`src/rtl/ysyx_23060303_ctrl_seq.sv`:
```
// ============================================================================
//  ysyx_23060303_ctrl_seq : multi-cycle PC/IR sequencer with watchdog halt
//  Revision 1.0 - initial release
// ============================================================================
`default_nettype none

module ysyx_23060303_ctrl_seq #(
  parameter logic [31:0] RESET_PC = 32'h8000_0000,
  parameter int          TIMEOUT  = 256
) (
  input  logic        clk,
  input  logic        rst,
  output logic        ifu_req_valid,
  input  logic        ifu_req_ready,
  output logic [31:0] ifu_req_addr,
  input  logic        ifu_resp_valid,
  input  logic [31:0] ifu_resp_inst,
  output logic [31:0] inst,
  output logic [31:0] pc,
  input  logic        dec_rd_en,
  input  logic        dec_is_load,
  input  logic        dec_is_store,
  input  logic        dec_ebreak,
  input  logic        dec_illegal,
  input  logic [31:0] exu_next_pc,
  output logic        lsu_req_valid,
  output logic        lsu_req_wen,
  input  logic        lsu_req_ready,
  input  logic        lsu_resp_valid,
  output logic        rf_wen,
  output logic        halt,
  output logic [1:0]  halt_code,
  output logic [63:0] retired,
  output logic [63:0] cycles
);

  localparam int              WAIT_W    = $clog2(TIMEOUT + 1);
  localparam logic [WAIT_W-1:0] WAIT_LAST = WAIT_W'(TIMEOUT - 1);

  localparam logic [1:0] HC_EBREAK  = 2'd1;
  localparam logic [1:0] HC_ILLEGAL = 2'd2;
  localparam logic [1:0] HC_FAULT   = 2'd3;

  typedef enum logic [2:0] {
    S_FETCH_REQ  = 3'd0,
    S_FETCH_WAIT = 3'd1,
    S_DECODE     = 3'd2,
    S_EXEC       = 3'd3,
    S_MEM_REQ    = 3'd4,
    S_MEM_WAIT   = 3'd5,
    S_WB         = 3'd6,
    S_HALT       = 3'd7
  } state_t;

  state_t            state_q, state_d;
  logic [31:0]       pc_q, pc_d;
  logic [31:0]       npc_q, npc_d;
  logic [31:0]       inst_q, inst_d;
  logic              halt_q, halt_d;
  logic [1:0]        halt_code_q, halt_code_d;
  logic [63:0]       retired_q, retired_d;
  logic [63:0]       cycles_q, cycles_d;
  logic [WAIT_W-1:0] wait_q, wait_d;

  logic w_wait_state;
  logic w_timeout;

  assign w_wait_state = (state_q == S_FETCH_REQ) || (state_q == S_FETCH_WAIT) ||
                        (state_q == S_MEM_REQ)   || (state_q == S_MEM_WAIT);
  assign w_timeout    = w_wait_state && (wait_q == WAIT_LAST);

  always_comb begin
    state_d     = state_q;
    pc_d        = pc_q;
    npc_d       = npc_q;
    inst_d      = inst_q;
    halt_d      = halt_q;
    halt_code_d = halt_code_q;
    retired_d   = retired_q;
    cycles_d    = halt_q ? cycles_q : cycles_q + 64'd1;

    case (state_q)
      S_FETCH_REQ: begin
        if (ifu_req_ready) state_d = S_FETCH_WAIT;
      end
      S_FETCH_WAIT: begin
        if (ifu_resp_valid) begin
          inst_d  = ifu_resp_inst;
          state_d = S_DECODE;
        end
      end
      S_DECODE: begin
        if (dec_illegal) begin
          state_d     = S_HALT;
          halt_d      = 1'b1;
          halt_code_d = HC_ILLEGAL;
        end else if (dec_ebreak) begin
          state_d     = S_HALT;
          halt_d      = 1'b1;
          halt_code_d = HC_EBREAK;
        end else begin
          state_d = S_EXEC;
        end
      end
      S_EXEC: begin
        npc_d = exu_next_pc;
        if (exu_next_pc[1:0] != 2'b00) begin
          state_d     = S_HALT;
          halt_d      = 1'b1;
          halt_code_d = HC_FAULT;
        end else if (dec_is_load || dec_is_store) begin
          state_d = S_MEM_REQ;
        end else begin
          state_d = S_WB;
        end
      end
      S_MEM_REQ: begin
        if (lsu_req_ready) state_d = S_MEM_WAIT;
      end
      S_MEM_WAIT: begin
        if (lsu_resp_valid) state_d = S_WB;
      end
      S_WB: begin
        pc_d      = npc_q;
        retired_d = retired_q + 64'd1;
        state_d   = S_FETCH_REQ;
      end
      S_HALT: begin
        state_d = S_HALT;
      end
    endcase

    // Watchdog only fires if the handshake did not complete this cycle.
    if (w_timeout && (state_d == state_q)) begin
      state_d     = S_HALT;
      halt_d      = 1'b1;
      halt_code_d = HC_FAULT;
    end

    wait_d = ((state_d != state_q) || !w_wait_state) ? '0 : wait_q + 1'b1;
  end

  always_ff @(posedge clk) begin
    if (rst) begin
      state_q     <= S_FETCH_REQ;
      pc_q        <= RESET_PC;
      npc_q       <= RESET_PC;
      inst_q      <= 32'd0;
      halt_q      <= 1'b0;
      halt_code_q <= 2'd0;
      retired_q   <= 64'd0;
      cycles_q    <= 64'd0;
      wait_q      <= '0;
    end else begin
      state_q     <= state_d;
      pc_q        <= pc_d;
      npc_q       <= npc_d;
      inst_q      <= inst_d;
      halt_q      <= halt_d;
      halt_code_q <= halt_code_d;
      retired_q   <= retired_d;
      cycles_q    <= cycles_d;
      wait_q      <= wait_d;
    end
  end

  // Strobes are Moore outputs of state, held low while reset is applied.
  assign ifu_req_valid = (state_q == S_FETCH_REQ) && !rst;
  assign lsu_req_valid = (state_q == S_MEM_REQ) && !rst;
  assign lsu_req_wen   = (state_q == S_MEM_REQ) && dec_is_store;
  assign rf_wen        = (state_q == S_WB) && dec_rd_en && !dec_is_store && !rst;

  assign ifu_req_addr = pc_q;
  assign pc           = pc_q;
  assign inst         = inst_q;
  assign halt         = halt_q;
  assign halt_code    = halt_code_q;
  assign retired      = retired_q;
  assign cycles       = cycles_q;

endmodule

`default_nettype wire

```
`config.mk`:
```
export PLATFORM = sky130hd
export DESIGN_NAME = ysyx_23060303_ctrl_seq
export DESIGN_NICKNAME = d
export VERILOG_FILES = /design/src/rtl/ysyx_23060303_ctrl_seq.sv
export SDC_FILE = /design/constraint.sdc
export NUM_CORES = 1
export LEC_CHECK = 0
export BUFFER_PORTS_ARGS = -buffer_cell sky130_fd_sc_hd__buf_2
export CAP_MARGIN = 30
export CORE_MARGIN = 2
export CORE_UTILIZATION = 41
export CTS_CLUSTER_DIAMETER = 200
export DETAILED_ROUTE_END_ITERATION = 6
export HOLD_SLACK_MARGIN = 0.15
export PLACE_DENSITY = 0.62
export SLEW_MARGIN = 20
export SYNTH_ARGS = -nofsm -noshare
export SYNTH_HDL_FRONTEND = slang
export SYNTH_SLANG_ARGS = --single-unit
export TNS_END_PERCENT = 1
```
`constraint.sdc`:
```
create_clock -name clk -period 3.9 [get_ports clk]
set_input_delay 0.39 -clock clk [delete_from_list [all_inputs] [get_ports clk]]
set_output_delay 0.39 -clock clk [all_outputs]
set_load 0.05 [all_outputs]
```
Word-level counts from Yosys, hierarchy flattened
Index checks and enable logic that the tools add are counted.
{"block": "totals", "regBits": 239, "input_bits": 75, "output_inout_bits": 231, "elab_cells": 66}
{"block": "op_classes", "n_addsub": 3, "n_eq_ne": 12, "mux": 20, "n_reduce_logical": 22}
{"operator": "64-bit by 1-bit adder with 64-bit output, second input constant", "count": 2}
{"operator": "3-bit case mux with 8 select lines", "count": 1}
{"operator": "3-bit two-way mux", "count": 7}
{"operator": "3-bit equality test, second input constant", "count": 4}
{"operator": "2-bit two-way mux", "count": 6}
{"operator": "9-bit by 1-bit adder with 9-bit output, second input constant", "count": 1}
{"operator": "9-bit by 8-bit equality test with 1-bit output, second input constant", "count": 1}
{"operator": "1-bit logical AND", "count": 8}
{"operator": "3-bit by 2-bit equality test with 1-bit output, second input constant", "count": 2}
{"operator": "1-bit logical OR", "count": 5}
{"operator": "1-bit two-way mux", "count": 4}
{"operator": "4-bit inequality test, second input constant", "count": 1}
{"operator": "2-bit case mux with 2 select lines", "count": 1}
{"operator": "3-bit by 1-bit equality test with 1-bit output, second input constant", "count": 1}
{"operator": "3-bit equality test", "count": 1}
{"operator": "1-bit zero test", "count": 3}
{"operator": "3-bit zero test", "count": 1}
{"operator": "3-bit inequality test", "count": 1}
{"operator": "3-bit inequality test, second input constant", "count": 1}
{"operator": "3-bit AND reduction", "count": 1}
{"operator": "3-bit nonzero test", "count": 1}
{"operator": "1-bit case mux with 2 select lines", "count": 1}
{"operator": "2-bit AND reduction", "count": 1}
{"operator": "2-bit nonzero test", "count": 1}
{"operator": "2-bit OR reduction", "count": 1}

Longest topological paths before layout
Gate-level depths: netlist of the first run.
{"block": "logic_depth", "ltp_word": 10, "depth_mapped": 10, "depth_no_buf": 10}

Worst setup path before layout of the first run
No wires, ideal clock.
{"block": "synth_timing", "path_kind": "register to output", "start": "reg state_q[2]", "end": "out rf_wen", "t_arrival_ps": 2831, "setup_slack_ps": 679, "stages_incl_launch_ff": 6, "path_buffers": 2, "cell_sequence": "dfxtp_1 > clkbuf_1 > nand2b_1 > or2_2 > clkbuf_1 > nor4b_1"}
{"block": "synth_via", "elab_chain_len": 4}
{"item": "from (decl)", "line_no": "55", "source": "state_t state_q, state_d;"}
{"item": "from (signal assigned)", "line_no": "155", "source": "state_q <= state_d;"}
{"item": "3-bit equality test", "line_no": "171", "source": "assign rf_wen = (state_q == S_WB) && dec_rd_en && !dec_is_store && !rst;"}
{"item": "1-bit logical AND (3 in a row)", "line_no": "171"}
{"item": "to (decl)", "line_no": "30", "source": "output logic rf_wen,"}
No other way between the ends.

Worst setup path in the final report of the first run
{"block": "layout_timing", "start": "reg state_q[1]", "end": "out rf_wen"}
Same word-level chain as after synthesis.

==> qor.yml, run 1 <==
setup_viol: 0
tritoncts: "built"
wl_per_cell_um: 14.81
grt_pass1_wl_um: 46170
timing.critical_path.to: "rf_wen"
die_y_um: 162.6
p_leak_nw: 5.332
die_area_um2: 26450
portBuffers: 305
crit_buf_inv: 2
area_growth_pct: 30.05
ys_seq_elements: 239
r2r_slack_ns: 0.91
ys.flop_type: "dfxtp_1"
path_clk_slew_ns: 0.06
yosysWarnings: 0
vias: 9941
hold_viol: 0
initial_utilization: 0.4133
core_um2: 24960
max_stage_delay_ns: 0.70
layout_common_cells: "buf_2 (304), nand2_1 (247), dfxtp_1 (239)"
clock-sinks: 239
timing.fmax_mhz: 315.4
worst_pin_slew_ns: 0.9938
ant_nets: 0
grt_max_degree: 115
drt_iter0_drc: 582
diodes: 0
nNetsFinal: 1673
route.detailed.drc: 0
path_depth: 4
hpwl_um: 19620
ir_worst_vdd_mv: 0.3471
drt_first_pass_iters: 6
synth-edff-count: 0
r2r-start: "state_q[1]"
async_reset_ff_frac: 0
r2r_cells: 5
clk-insertion-delay-late_ns: 0.54
fillers: 2383
cp_cell_sequence: "inv_1, or2_2, nor4b_1, buf_2"
fin_tns_setup_ns: 0
slowest_stage: "dfxtp_1"
yosysUniqueCellTypes: 45
worst_ep_arrival_time_ns: 2.78
cp.required_ns: 3.51
grt_use_total: 0.2094
post-layout-total-power_mw: 5.631
final_common_cell: "buf_2"
period_minus_slack_ns: 3.171
ys_seq_area_frac: 0.4637
drt-total-wl_um: 28790
antenna_found_initial: 0
cts-htree-levels: 1
io_pins: 306
cts-buffers-inserted: 27
worstHoldPathType: "in -> reg"
root_buffer: "clkbuf_16"
die_w_um: 162.6
slew_headroom: 0.3314
synth_cells: 1282
p_per_area_nw_per_um2: 419.7
timing.rr.end: "retired[44]"
rsz0062_at_grt: "false"
worst_clock_skew_ns: 0.01387
status: "completed"
cp-end-kind: "output port"
path_delay_family: "simple AND/OR/NAND/NOR gates"
crit_start: "state_q[1]"
clockBufferDepth: 3
overflow: 0
ctsResizeCount: 0
cp-start-kind: "flip-flop"
gp_congestion: 0.8408
cp_max_fo: 34
synth.net_count: 1361
drive_gt1_frac: 0.2299
grt_pass1_vias: 8982
drv_slew: 0
via_per_inst: 5.114
fin_crit_sh: 0.8130
cap_violations: 0
rows: 58
worst-setup-path-type: "reg -> out"
synth_area_per_cell_um2: 8.048
synthesis.area_um2: 10320
==> how the worst min path moves through the flow <==
stage,from,end,slack [ns],cells after the start
finish,dec_illegal,halt_code[0],0.21,4
global route,dec_illegal,halt_code[0],0.22,4
CTS,dec_illegal,halt_code[0],0.16,4
detailed placement,inst[10],inst[10],0.44,2
global placement,npc_q[12],ifu_req_addr[12],0.44,2
floorplan,wait_q[0],wait_q[0],0.43,1
==> where the power goes <==
group | leakage (nW) | internal, mW | switching (mW)
Sequential | 1.93 | 2.51 | 0.0580
Combinational | 2.97 | 0.180 | 0.363
Clock | 0.433 | 1.48 | 1.04
Total | 5.33 | 4.17 | 1.46
==> cell type report <==
class                   instances  area [um2]  share of cell area
multi-input cells             922        4966              0.3701
flip-flops and latches        239        4785              0.3566
repair buffers                380        2268              0.1691
clock buffers                  39       790.8             0.05893
well taps                     330       412.9             0.03077
clock inverters                10       105.1            0.007833
inverters                      24       90.09            0.006714
==> stage by stage <==
stage                     setup WS [ns]  instances  hold WS, ns  cell area (um2)  utilization
after floorplan                  0.6795       1282       0.4262            10320            -
after CTS                        0.6554       1943       0.1615            13410       0.5372
after detailed placement         0.9347       1830       0.4446            11870       0.4756
after global routing             0.5190       1944       0.2246            13420       0.5375
after global placement           0.9964       1830       0.4358            11870       0.4756
final                            0.7291       1944       0.2051            13420       0.5375
==> sequential cells by signal (all words and copies together) (netlist names) <==
signal and cells:
cycles 64, retired 64, ifu_req_addr 32, inst 32
npc_q 32, wait_q 9, state_q 3, halt_code 2
halt 1
==> Yosys cell counts (2+ instances only) <==
cell	instances	area (um2)
and2_1	4	25.02
nand2_1	247	927.1
a31o_2	2	17.52
and3_1	18	112.6
a21oi_1	148	740.7
buf_1	3	11.26
a21o_1	2	15.01
buf_2	5	25.02
clkbuf_1	57	214.0
ha_1	4	50.05
o31ai_1	6	45.04
buf_4	32	240.2
nor4b_1	2	17.52
and4_1	20	175.2
or4_1	11	82.58
nor3b_1	2	15.01
xnor2_1	51	446.7
nand2b_1	5	31.28
nor2_1	107	401.6
nand3b_1	5	37.54
nand4_1	38	237.7
or3_1	42	262.8
nor4_1	32	200.2
xor2_1	30	262.8
or2_2	2	12.51
dfxtp_1	239	4785
o21ai_0	48	240.2
nand4b_1	4	35.03
nor3_1	19	95.09
inv_1	24	90.09
and3b_1	3	26.28
nor2b_1	3	18.77
nand3_1	51	255.2
mux2i_1	4	40.04
and4b_1	2	20.02
==> layer usage <==
metal | vias up | share of wire | track usage
li1 | 5024 | - | -
met4 | 0 | 0.025 | 0.05511
met2 | 294 | 0.45 | 0.3410
met1 | 4577 | 0.46 | 0.2813
met3 | 46 | 0.066 | 0.04711
met5 | - | 0 | 0
==> repair_timing <==
item / in CTS / in global routing
setup buffers: 0 / 0
hold buffers: 64 / 0
endpoints found under the hold margin: 64 / 0
==> cell families after synthesis <==
family                   Yosys count  synth area share
adder cells (fa/ha/maj)            4          0.004851
XOR/XNOR                          81           0.06876
multiplexers                       4          0.003881
AO/OA/AOI/OAI                    212            0.1071
buffers and inverters            121           0.05627
AND/OR/NAND/NOR                  621            0.2954
flip-flops                       239            0.4637
==> worst reg2reg max path, delay by kind of cell (launching register included) <==
kind / cells / cell delay (ns)
AOI/OAI and AO/OA: 1 / 0.14
and+or+nand+nor: 4 / 2.06
DFF: 1 / 0.70
(Power assumes the default switching activity.)
==> run 2: changes to the inputs <==
==> constraint.sdc (replaced) <==
create_clock -name clk -period 3.3 [get_ports clk]
set_input_delay 0.33 -clock clk [delete_from_list [all_inputs] [get_ports clk]]
set_output_delay 0.33 -clock clk [all_outputs]
set_load 0.05 [all_outputs]
==> qor.yml, run 2 (synthesis gave the netlist of run 1 again) <==
wl_per_cell_um: 15.06  # was 14.81 um
instances_no_fill: 1952  # was 1944
route.detailed.drc: 0  # unchanged
rows: 58  # unchanged
r2r_cells: 5  # unchanged
cap_violations: 0  # unchanged
ir_worst_vdd_mv: 0.4300  # was 0.3471 mV
grt_pass1_wl_um: 47280  # was 46170 um
fin_tns_setup_ns: 0  # unchanged
hold_viol: 0  # unchanged
cts_setup_buffers: 0  # unchanged
fin_crit_sh: 0.7996
clockBufferDepth: 3  # unchanged
root_buffer: "clkbuf_16"  # unchanged
final_util: 0.5391  # was 0.5375
drv_slew: 0  # unchanged
dp_slack_ns: 0.7146  # was 0.9347 ns
p_per_area_nw_per_um2: 493.1  # was 419.7 nW/um2
fillers: 2416  # was 2383
core_um2: 24960  # unchanged
rsz0062_at_grt: "false"  # unchanged
clk-insertion-delay-late_ns: 0.52  # was 0.54 ns
diodes: 0  # unchanged
cts-htree-levels: 1  # unchanged
drt_iter0_drc: 609  # was 582
path_clk_slew_ns: 0.06  # about the same
use_met2: 0.3656  # was 0.3410
tritoncts: "built"  # unchanged
drive_gt1_frac: 0.2343  # was 0.2299
placed_area_um2: 11930  # was 11870 um2
initial_utilization: 0.4133  # unchanged
grt_util_met3: 0.04278  # was 0.04711
grtUsageMet1: 0.2813  # unchanged
crit_start: "cycles[39]"  # was state_q[1]
worst_clock_skew_ns: 0.01045  # was 0.01387 ns
fin_area_um2: 13460  # was 13420 um2
setup_ws_ns: 0.6613  # was 0.7291 ns
drt_first_pass_iters: 5  # was 6
hpwl_um: 19870  # was 19620 um
timing.critical_path.to: "cycles[58]"  # was rf_wen
cts-buffers-inserted: 27  # unchanged
p_leak_nw: 5.370  # was 5.332 nW
gp_congestion: 0.8617  # was 0.8408
worst_pin_slew_ns: 0.9585  # was 0.9938 ns
die_area_um2: 26450  # unchanged
slew_headroom: 0.3610  # was 0.3314
worstHoldPathType: "in -> reg"  # unchanged
overflow: 0  # unchanged
timing.fmax_mhz: 379.0
grt_max_degree: 119  # was 115
die_y_um: 162.6  # unchanged
nNetsFinal: 1680  # was 1673
clock-sinks: 239  # unchanged
top_usage_layer: "met2"  # unchanged
dp_cells: 1837  # was 1830
die_w_um: 162.6  # unchanged
grt_use_total: 0.2150  # was 0.2094
hold_buffers: 65  # was 64
portBuffers: 305  # unchanged
r2r_slack_ns: 0.66  # was 0.91 ns
io_pins: 306  # unchanged
r2r-start: "cycles[39]"  # was state_q[1]
status: "completed"  # unchanged
setup_viol: 0  # unchanged
via_per_inst: 5.168  # was 5.114
cp-start-kind: "flip-flop"  # unchanged
ant_nets: 0  # unchanged
layout_common_cells: "buf_2 (304), nand2_1 (247), dfxtp_1 (239)"  # unchanged
grt_pass1_vias: 9285  # was 8982
cp-end-kind: "flip-flop"  # was output port
area_growth_pct: 30.44  # was 30.05%
worst-setup-path-type: "reg -> reg"  # was reg -> out
vias: 10087  # was 9941
timing.rr.end: "cycles[58]"  # was retired[44]
cp_max_fo: 8  # was 34
period_minus_slack_ns: 2.639
ctsResizeCount: 0  # unchanged
antenna_found_initial: 0  # unchanged
cp.required_ns: 3.75  # was 3.51 ns
drt-total-wl_um: 29400  # was 28790 um
worst_ep_arrival_time_ns: 3.08  # was 2.78 ns
final_common_cell: "buf_2"  # unchanged
-- run 2: cell types whose count changed in the layout (fill, tap and decap cells not counted), moves of 2 or more --
cell / delta
buf_4: +6
clkbuf_1: -2
clkbuf_8: -3
clkinv_2: +8
clkinv_4: -2
-- run 2: per-layer routing --
layer,share of wire,up-vias
met3,0.064,48
li1,-,5036
met2,0.47,324
met1,0.44,4679
met5,0,-
met4,0.022,0
-- run 2: report_power, final --
part           leakage, nW  internal, mW  switching, mW  total, mW
sequential            1.93          2.96         0.0600       3.02
clock                0.441          1.75           1.21       2.96
combinational         3.00         0.215          0.443      0.658
-- run 2: per-stage QoR --
| step | power [mW] | hold slack (ns) |
|---|---|---|
| detailed placement | 3.681 | 0.4438 |
| global route | 6.913 | 0.3175 |
| floorplan | 3.496 | 0.4262 |
| CTS | 6.709 | 0.2233 |
| finish | 6.637 | 0.2586 |
| global placement | 3.674 | 0.4374 |
-- run 2: worst max-delay path, stage by stage (launching register included) --
cell and delay, ns:
dfxtp_1 0.43, nand4_1 0.32, or4_1 0.63, or4_1 0.65, or3_1 0.40, a21oi_1 0.14
-- run 2: worst min-delay path by stage --
stage	start	endpoint	slack, ns	cells after the start
final	ifu_req_ready	state_q[0]	0.26	5
after global routing	ifu_req_ready	state_q[0]	0.32	5
after CTS	ifu_req_ready	state_q[0]	0.22	5
after detailed placement	npc_q[30]	ifu_req_addr[30]	0.44	2
after global placement	npc_q[12]	ifu_req_addr[12]	0.44	2
after floorplan	wait_q[0]	wait_q[0]	0.43	1
-- run 2: final cells by class --
type / count / area (um2) / area share
multi-input combinational: 922 / 4966 / 0.3690
sequential: 239 / 4785 / 0.3555
timing repair buffer: 387 / 2323 / 0.1726
clock buffer: 34 / 742.0 / 0.05513
tap: 330 / 412.9 / 0.03068
clock inverter: 16 / 138.9 / 0.01032
inverter: 24 / 90.09 / 0.006694
